**config.mk**
```make
export PLATFORM = sky130hd
export DESIGN_NAME = xi_est_cal
export DESIGN_NICKNAME = d
export VERILOG_FILES = /design/src/rtl/xi_est_cal_pkg.sv /design/src/rtl/qdiv_seq.sv /design/src/rtl/xi_est_cal.sv
export SDC_FILE = /design/constraint.sdc
export NUM_CORES = 1
export LEC_CHECK = 0
export CAP_MARGIN = 20
export CORE_MARGIN = 2
export CORE_UTILIZATION = 39
export DETAILED_ROUTE_END_ITERATION = 7
export HOLD_SLACK_MARGIN = 0.02
export PLACE_DENSITY_LB_ADDON = 0.05
export SLEW_MARGIN = 10
export SYNTH_ARGS = -nofsm -noshare
export SYNTH_HDL_FRONTEND = slang
export SYNTH_SLANG_ARGS = --single-unit
```
**constraint.sdc**
```tcl
create_clock -name clk -period 8.9 [get_ports clk]
set_input_delay 1.78 -clock clk [delete_from_list [all_inputs] [get_ports clk]]
set_output_delay 1.78 -clock clk [all_outputs]
set_load 0.1 [all_outputs]
```
**src/rtl/xi_est_cal_pkg.sv**
```systemverilog
// SOML estimate shared types and helpers.
// Q-format saturation constants and state encoding.
package xi_est_cal_pkg;

  typedef enum logic [1:0] {
    IDLE,
    ACCUM,
    DIVIDE,
    OUTPUT
  } state_t;

  function automatic int aw_f(
    input int n,
    input int terms
  );
    return n + $clog2(terms);
  endfunction

  function automatic longint unsigned smax_f(
    input int n
  );
    return (64'd1 << (n - 1)) - 64'd1;
  endfunction

  function automatic longint unsigned smin_f(
    input int n
  );
    return 64'd1 << (n - 1);
  endfunction

endpackage

```
**src/rtl/qdiv_seq.sv**
```systemverilog
// Unsigned restoring divider, one quotient bit per cycle.
// First step is taken on the start edge itself.
module qdiv_seq #(
  parameter int W_DIVIDEND = 26,
  parameter int W_DIVISOR  = 18
) (
  input  logic                  clk,
  input  logic                  rst_n,
  input  logic                  start,
  input  logic [W_DIVIDEND-1:0] dividend,
  input  logic [W_DIVISOR-1:0]  divisor,
  output logic                  done,
  output logic [W_DIVIDEND-1:0] quotient
);

  localparam int CW = $clog2(W_DIVIDEND + 1);

  logic [W_DIVISOR-1:0]  rem_q;
  logic [W_DIVIDEND-1:0] quo_q;
  logic [CW-1:0]         cnt_q;
  logic                  done_q;

  logic [W_DIVISOR-1:0]  rem_in;
  logic [W_DIVIDEND-1:0] quo_in;
  logic [W_DIVISOR:0]    trial;
  logic [W_DIVISOR:0]    diff;
  logic                  fits;
  logic [W_DIVISOR-1:0]  rem_nx;
  logic [W_DIVIDEND-1:0] quo_nx;

  // one restoring step on either fresh operands or the running state
  always_comb begin
    rem_in = start ? '0 : rem_q;
    quo_in = start ? dividend : quo_q;
    trial  = {rem_in, quo_in[W_DIVIDEND-1]};
    diff   = trial - {1'b0, divisor};
    fits   = trial >= {1'b0, divisor};
    rem_nx = fits ? diff[W_DIVISOR-1:0]
                  : trial[W_DIVISOR-1:0];
    quo_nx = {quo_in[W_DIVIDEND-2:0], fits};
  end

  // iterate until all dividend bits are consumed
  always_ff @(posedge clk or negedge rst_n) begin
    if (!rst_n) begin
      rem_q  <= '0;
      quo_q  <= '0;
      cnt_q  <= '0;
      done_q <= 1'b0;
    end else if (start) begin
      rem_q  <= rem_nx;
      quo_q  <= quo_nx;
      cnt_q  <= CW'(W_DIVIDEND - 1);
      done_q <= 1'b0;
    end else if (cnt_q != '0) begin
      rem_q  <= rem_nx;
      quo_q  <= quo_nx;
      cnt_q  <= cnt_q - CW'(1);
      done_q <= (cnt_q == CW'(1));
    end else begin
      done_q <= 1'b0;
    end
  end

  assign done     = done_q;
  assign quotient = quo_q;

endmodule

```
**src/rtl/xi_est_cal.sv**
```systemverilog
// SOML symbol estimate: accumulate trace terms, divide.
// Saturates on den <= 0 and on quotient overflow.
module xi_est_cal
  import xi_est_cal_pkg::*;
#(
  parameter int N       = 16,
  parameter int Q       = 8,
  parameter int TERMS   = 8,
  parameter int NUM_SYM = 4,
  localparam int SW =
    (NUM_SYM > 1) ? $clog2(NUM_SYM) : 1
) (
  input  logic          clk,
  input  logic          rst_n,
  input  logic          start,
  input  logic          in_valid,
  output logic          in_ready,
  input  logic [N-1:0]  in_num,
  input  logic [N-1:0]  in_den,
  output logic          out_valid,
  input  logic          out_ready,
  output logic [N-1:0]  out_x,
  output logic [SW-1:0] out_idx,
  output logic          out_ovf,
  output logic          busy,
  output logic          done
);

  localparam int AW = aw_f(N, TERMS);
  localparam int DW = AW + Q;
  localparam int TW = $clog2(TERMS);
  localparam int XW = AW - N;
  localparam logic [N-1:0] SMAX =
    N'(smax_f(N));
  localparam logic [N-1:0] SMIN =
    N'(smin_f(N));

  state_t state_q;
  state_t state_d;

  logic signed [AW-1:0] num_acc;
  logic signed [AW-1:0] den_acc;
  logic signed [AW-1:0] num_nx;
  logic signed [AW-1:0] den_nx;
  logic [TW-1:0]        term_cnt;
  logic [SW-1:0]        sym_idx;
  logic [N-1:0]         x_q;
  logic                 ovf_q;
  logic                 done_q;

  logic          hs_in;
  logic          hs_out;
  logic          go;
  logic          next_sym;
  logic          last_term;
  logic          last_sym;
  logic          div_start;
  logic          div_done;
  logic [AW-1:0] num_mag;
  logic [DW-1:0] dividend;
  logic [DW-1:0] quo;
  logic          den_ok;
  logic          neg;
  logic          big;
  logic          sat;
  logic [N-1:0]  x_d;
  logic          ovf_d;

  assign in_ready  = (state_q == ACCUM);
  assign out_valid = (state_q == OUTPUT);
  assign busy      = (state_q != IDLE);
  assign done      = done_q;
  assign out_x     = x_q;
  assign out_ovf   = ovf_q;
  assign out_idx   = sym_idx;

  assign hs_in     = in_valid & in_ready;
  assign hs_out    = out_valid & out_ready;
  assign last_term = (term_cnt == TW'(TERMS - 1));
  assign last_sym  = (sym_idx == SW'(NUM_SYM - 1));
  assign go        = (state_q == IDLE) & start
                   & ~done_q;
  assign next_sym  = hs_out & ~last_sym;
  assign div_start = hs_in & last_term;

  // running sums including the term accepted this cycle
  always_comb begin
    num_nx = num_acc;
    den_nx = den_acc;
    if (hs_in) begin
      num_nx = num_acc
             + {{XW{in_num[N-1]}}, in_num};
      den_nx = den_acc
             + {{XW{in_den[N-1]}}, in_den};
    end
    num_mag  = num_nx[AW-1] ? -num_nx : num_nx;
    dividend = {num_mag, {Q{1'b0}}};
  end

  qdiv_seq #(
    .W_DIVIDEND(DW),
    .W_DIVISOR (AW)
  ) u_div (
    .clk     (clk),
    .rst_n   (rst_n),
    .start   (div_start),
    .dividend(dividend),
    .divisor (den_nx),
    .done    (div_done),
    .quotient(quo)
  );

  // sign restore and saturation of the finished quotient
  always_comb begin
    den_ok = ~den_acc[AW-1] & (den_acc != '0);
    neg    = num_acc[AW-1];
    big    = quo > {{(DW-N){1'b0}}, SMAX};
    sat    = ~den_ok | big;
    x_d    = SMAX;
    ovf_d  = 1'b1;
    unique case (1'b1)
      sat: begin
        x_d   = neg ? SMIN : SMAX;
        ovf_d = 1'b1;
      end
      !sat: begin
        x_d   = neg ? (N'(0) - quo[N-1:0])
                    : quo[N-1:0];
        ovf_d = 1'b0;
      end
    endcase
  end

  // next-state logic
  always_comb begin
    state_d = state_q;
    unique case (state_q)
      IDLE:
        if (go) state_d = ACCUM;
      ACCUM:
        if (div_start) state_d = DIVIDE;
      DIVIDE:
        if (div_done) state_d = OUTPUT;
      OUTPUT:
        if (hs_out)
          state_d = last_sym ? IDLE : ACCUM;
      default:
        state_d = IDLE;
    endcase
  end

  // state register and end-of-block pulse
  always_ff @(posedge clk or negedge rst_n) begin
    if (!rst_n) begin
      state_q <= IDLE;
      done_q  <= 1'b0;
    end else begin
      state_q <= state_d;
      done_q  <= hs_out & last_sym;
    end
  end

  // accumulators, term counter and symbol index
  always_ff @(posedge clk or negedge rst_n) begin
    if (!rst_n) begin
      num_acc  <= '0;
      den_acc  <= '0;
      term_cnt <= '0;
      sym_idx  <= '0;
    end else if (go | next_sym) begin
      num_acc  <= '0;
      den_acc  <= '0;
      term_cnt <= '0;
      sym_idx  <= go ? '0 : sym_idx + SW'(1);
    end else if (hs_in) begin
      num_acc  <= num_nx;
      den_acc  <= den_nx;
      term_cnt <= term_cnt + TW'(1);
    end
  end

  // capture the estimate as the divider finishes
  always_ff @(posedge clk or negedge rst_n) begin
    if (!rst_n) begin
      x_q   <= '0;
      ovf_q <= 1'b0;
    end else if ((state_q == DIVIDE) & div_done) begin
      x_q   <= x_d;
      ovf_q <= ovf_d;
    end
  end

endmodule
```
==> impl_metrics.yaml <==
clock_network:
  cts_inserted_buffers: 17
  clk_pin_slew_ns: 0.06
  clkSinkCount: 115
  clock_tree_from_tritoncts: "yes"
  max-clock-path-buffers: 2
  post_cts_setup_repair_buffer_count: 0
  post_cts_resized: 0
  holdBufCountCts: 0
  cts.htree.levels: 4
  insertion_delay_ns: 0.43
  buffer_cell_driving_the_clock_tree_root: "clkbuf_16"
setup_path:
  crit_chain: "clkdlybuf4s50_1 -> ha_1 -> fa_1 -> a211o_1 -> a21o_1 -> a221oi_1 -> a31oi_1 -> nor4_4 -> nand4_4 -> or2_0 -> or4_1 -> a21boi_2 -> ha_1 -> fa_1 -> nor2b_1 -> o21bai_1 -> and3_1 -> nor2_1 -> a211o_1 -> a2111oi_0 -> o21ai_2 -> buf_4 -> nand2_1 -> o221ai_1"
  startpoint_type: "primary input"
  cp_top_family: "compound AO/OA/AOI/OAI gates"
  regToRegEndpoint: "u_div.rem_q[17]"
  cp.arrival_ns: 8.42
  reg2reg_setup_slack_ns: 2.25
  cp_num_buf_inv: 2
  worstPathRequired_ns: 9.23
  critPathMaxStageDelay_ns: 0.58
  regToRegStartpoint: "num_acc[0]"
  maximum_fanout_count_along_the_critical_path: 9
  critical_path_cell_count: 24
  critical_path_class: "primary input to register"
  cpMaxStageDelayCell: "or4_1"
  depth_of_the_worst_register_to_register_path: 23
  critPathCaptureType: "register"
synthesis:
  syn_area_per_cell_sq_um: 8.124
  synthTopCellsByArea: "dfrtp_1 (32%), ha_1 (9.7%), nand2_1 (6.2%), a21oi_1 (5.9%), nor2_1 (4.6%)"
  synth_enable_flop_cells: 0
  synth_top_flop_cell: "dfrtp_1"
  postSynthRegisterBits: 115
  synth_fp_nets: 1209
  synth_largest_area_cell: "dfrtp_1"
  async_reset_ff_share_pct: 100.0
  ys.warnings.count: 0
  synthesis.instances: 1100
  post_synthesis_cell_area_sq_um: 8936
  synth_cell_types: 71
  seq_area_frac_synth_pct: 32.20
  synthDominantCellAreaShare_pct: 32.20
run:
  drv.max_cap_violation_count: 0
global_routing:
  global_route.usage.total_pct: 21.15
  grt_first_pass_wirelength_mm: 41.10
  first_global_vias: 7782
  grt_antenna_before_repair: 0
  grt.overflow.total: 0
  grt_start_max_net_pins: 74
layout:
  drive_gt1_share_pct: 7.639
  layout.nets: 1249
  final-instance-count-excl-fill: 1437
  syn_to_final_growth_pct: 15.81
  antenna_cells_inserted: 0
  final_design_area_no_fill_sq_um: 10350
die:
  die_x_microns: 155.4
  floorplan.rows: 55
  dieArea_sq_um: 24140
  core_area_sq_um: 22570
  initial_core_utilization_pct: 39.59
  io_pins: 60
  die_h_microns: 155.4
route:
  residual_antenna_violating_net_count_after_detailed_routing: 0
  post-route-drc-count: 0
  detailedRoute.firstPassIterationCount: 5
  wl_per_cell_microns: 17.21
  drt-initial-drc-count: 618
  detailroute.via_count: 8134
  post_drt_via_cell_ratio: 5.660
  wirelength_mm: 24.73
place:
  number_of_port_buffers: 59
  place_area_sq_um: 9814
  dp_cells: 1406
  dp_hpwl_mm: 17.70
  routabilityCongestion: 0.8375
sta:
  timing.final.crit_period_ns: 8.092
  achievable-frequency_ghz: 0.1236
  setup_repair_after_global_routing_missed_its_margin: "no"
  maxSlewHeadroom_pct: 34.40
  setup_tns_ns: 0
  fin_worst_skew_ns: 0.01335
  worst_pin_slew_ns: 0.9704
  fin_crit_sh_pct: 90.92
  report.final.setup_viol: 0
  finalHoldViolations: 0
  final-max-slew-violation-count: 0
outcome:
  result_of_the_run: "finished clean"
worst_hold_path:
  worstHoldPathCells: 2
  timing.hold.worst_endpoint: "out_x[0]"
  worst_min_delay_path_category: "register to register"
  hold_start: "out_x[0]"
power:
  leakage_nw: 4.551
  power.ir.vdd_worst_mv: 0.1687
  p_per_area_nw_per_um2: 433.3
==> flip-flops by register name, summed over array words and instances, names as in the netlist <==
register	cells
u_div.quotient	27
den_acc	19
num_acc	19
u_div.rem_q	19
out_x	16
u_div.cnt_q	5
term_cnt	3
out_idx	2
state_q	2
done	1
out_ovf	1
u_div.done	1
==> synth_stat cells (9+ instances only) <==
cell type and n:
a211oi_1 9, a21o_1 12, a21oi_1 105, a31o_2 11, a31oi_1 10, and3_1 19
clkbuf_1 50, dfrtp_1 115, ha_1 69, inv_1 25, mux2i_1 25, nand2_1 148
nand3_1 27, nor2_1 110, nor2b_1 26, nor3_1 32, o21a_1 11, o21ai_0 61
o22ai_1 20, o31ai_1 9, or3_1 22, xnor2_1 23, xor2_1 15
==> area by class of cell <==
class	instances	area [sq um]
sequential	115	2878
fill	2260	12220
timing repair buffer	76	715.7
multi-input combinational	905	5771
tap	285	356.6
clock inverter	14	108.9
inverter	25	93.84
clock buffer	17	425.4
==> per-stage QoR <==
stage               total power [mW]  worst slack [ns]  utilization [%]  hold slack, ns
finish                         4.484            0.8085            45.85          0.4791
global route                   4.900            0.3349            45.85          0.4995
CTS                            4.500            0.8933            45.85          0.4835
detailed placement             3.846            0.4669            43.48          0.4699
global placement               3.840            0.6043            43.48          0.4629
floorplan                      3.143             1.117                -          0.4422
==> tightest hold or removal path: stages, from the launching register on <==
cell and delay (ns):
dfrtp_1 0.34, nand2_1 0.05, o21ai_0 0.06
==> logic make-up after synthesis <==
| family | after synthesis | share of synthesized area (%) |
|---|---|---|
| AO/OA/AOI/OAI | 312 | 22.21 |
| XOR/XNOR | 38 | 3.724 |
| adder cells (fa/ha/maj) | 72 | 10.33 |
| buffers and inverters | 80 | 3.388 |
| flip-flops | 115 | 32.20 |
| multiplexers | 28 | 3.178 |
| AND/OR/NAND/NOR | 455 | 24.97 |
==> routing by layer <==
layer  up-vias  wire, microns  share of wire (%)  GRT usage (%)
met5         -              0                  0              0
met4         0            287                1.2          5.898
met3        20            891                3.6          3.844
met2       153          10670                 43          31.33
met1      3878          12880                 52          31.43
li1       4083              -                  -              -
==> where the power goes <==
group / switching (mW) / total (mW) / internal [mW]
Clock: 0.277 / 0.632 / 0.356
Sequential: 0.225 / 0.987 / 0.763
Combinational: 1.72 / 2.87 / 1.14
Total: 2.22 / 4.48 / 2.26
==> cell usage in the layout, fill, tap and decap left out, types with 23 or more instances in the layout <==
cell | synthesis | final
nor3_1 | 32 | 32
a21oi_1 | 105 | 105
nor2b_1 | 26 | 26
ha_1 | 69 | 69
inv_1 | 25 | 25
xnor2_1 | 23 | 23
nand2_1 | 148 | 147
nand3_1 | 27 | 27
dfrtp_1 | 115 | 115
o21ai_0 | 61 | 60
nor2_1 | 110 | 110
clkdlybuf4s50_1 | 0 | 58
mux2i_1 | 25 | 25
==> worst max path at each step <==
stage | start | endpoint | slack (ns)
final | in_num[0] | u_div.rem_q[17] | 0.81
after global routing | in_num[0] | u_div.rem_q[17] | 0.33
after CTS | in_num[0] | u_div.rem_q[17] | 0.89
after detailed placement | in_num[0] | u_div.rem_q[1] | 0.47
after global placement | in_num[0] | u_div.rem_q[17] | 0.60
after floorplan | in_valid | u_div.rem_q[10] | 1.12
Power figures use the tool's default switching activity.
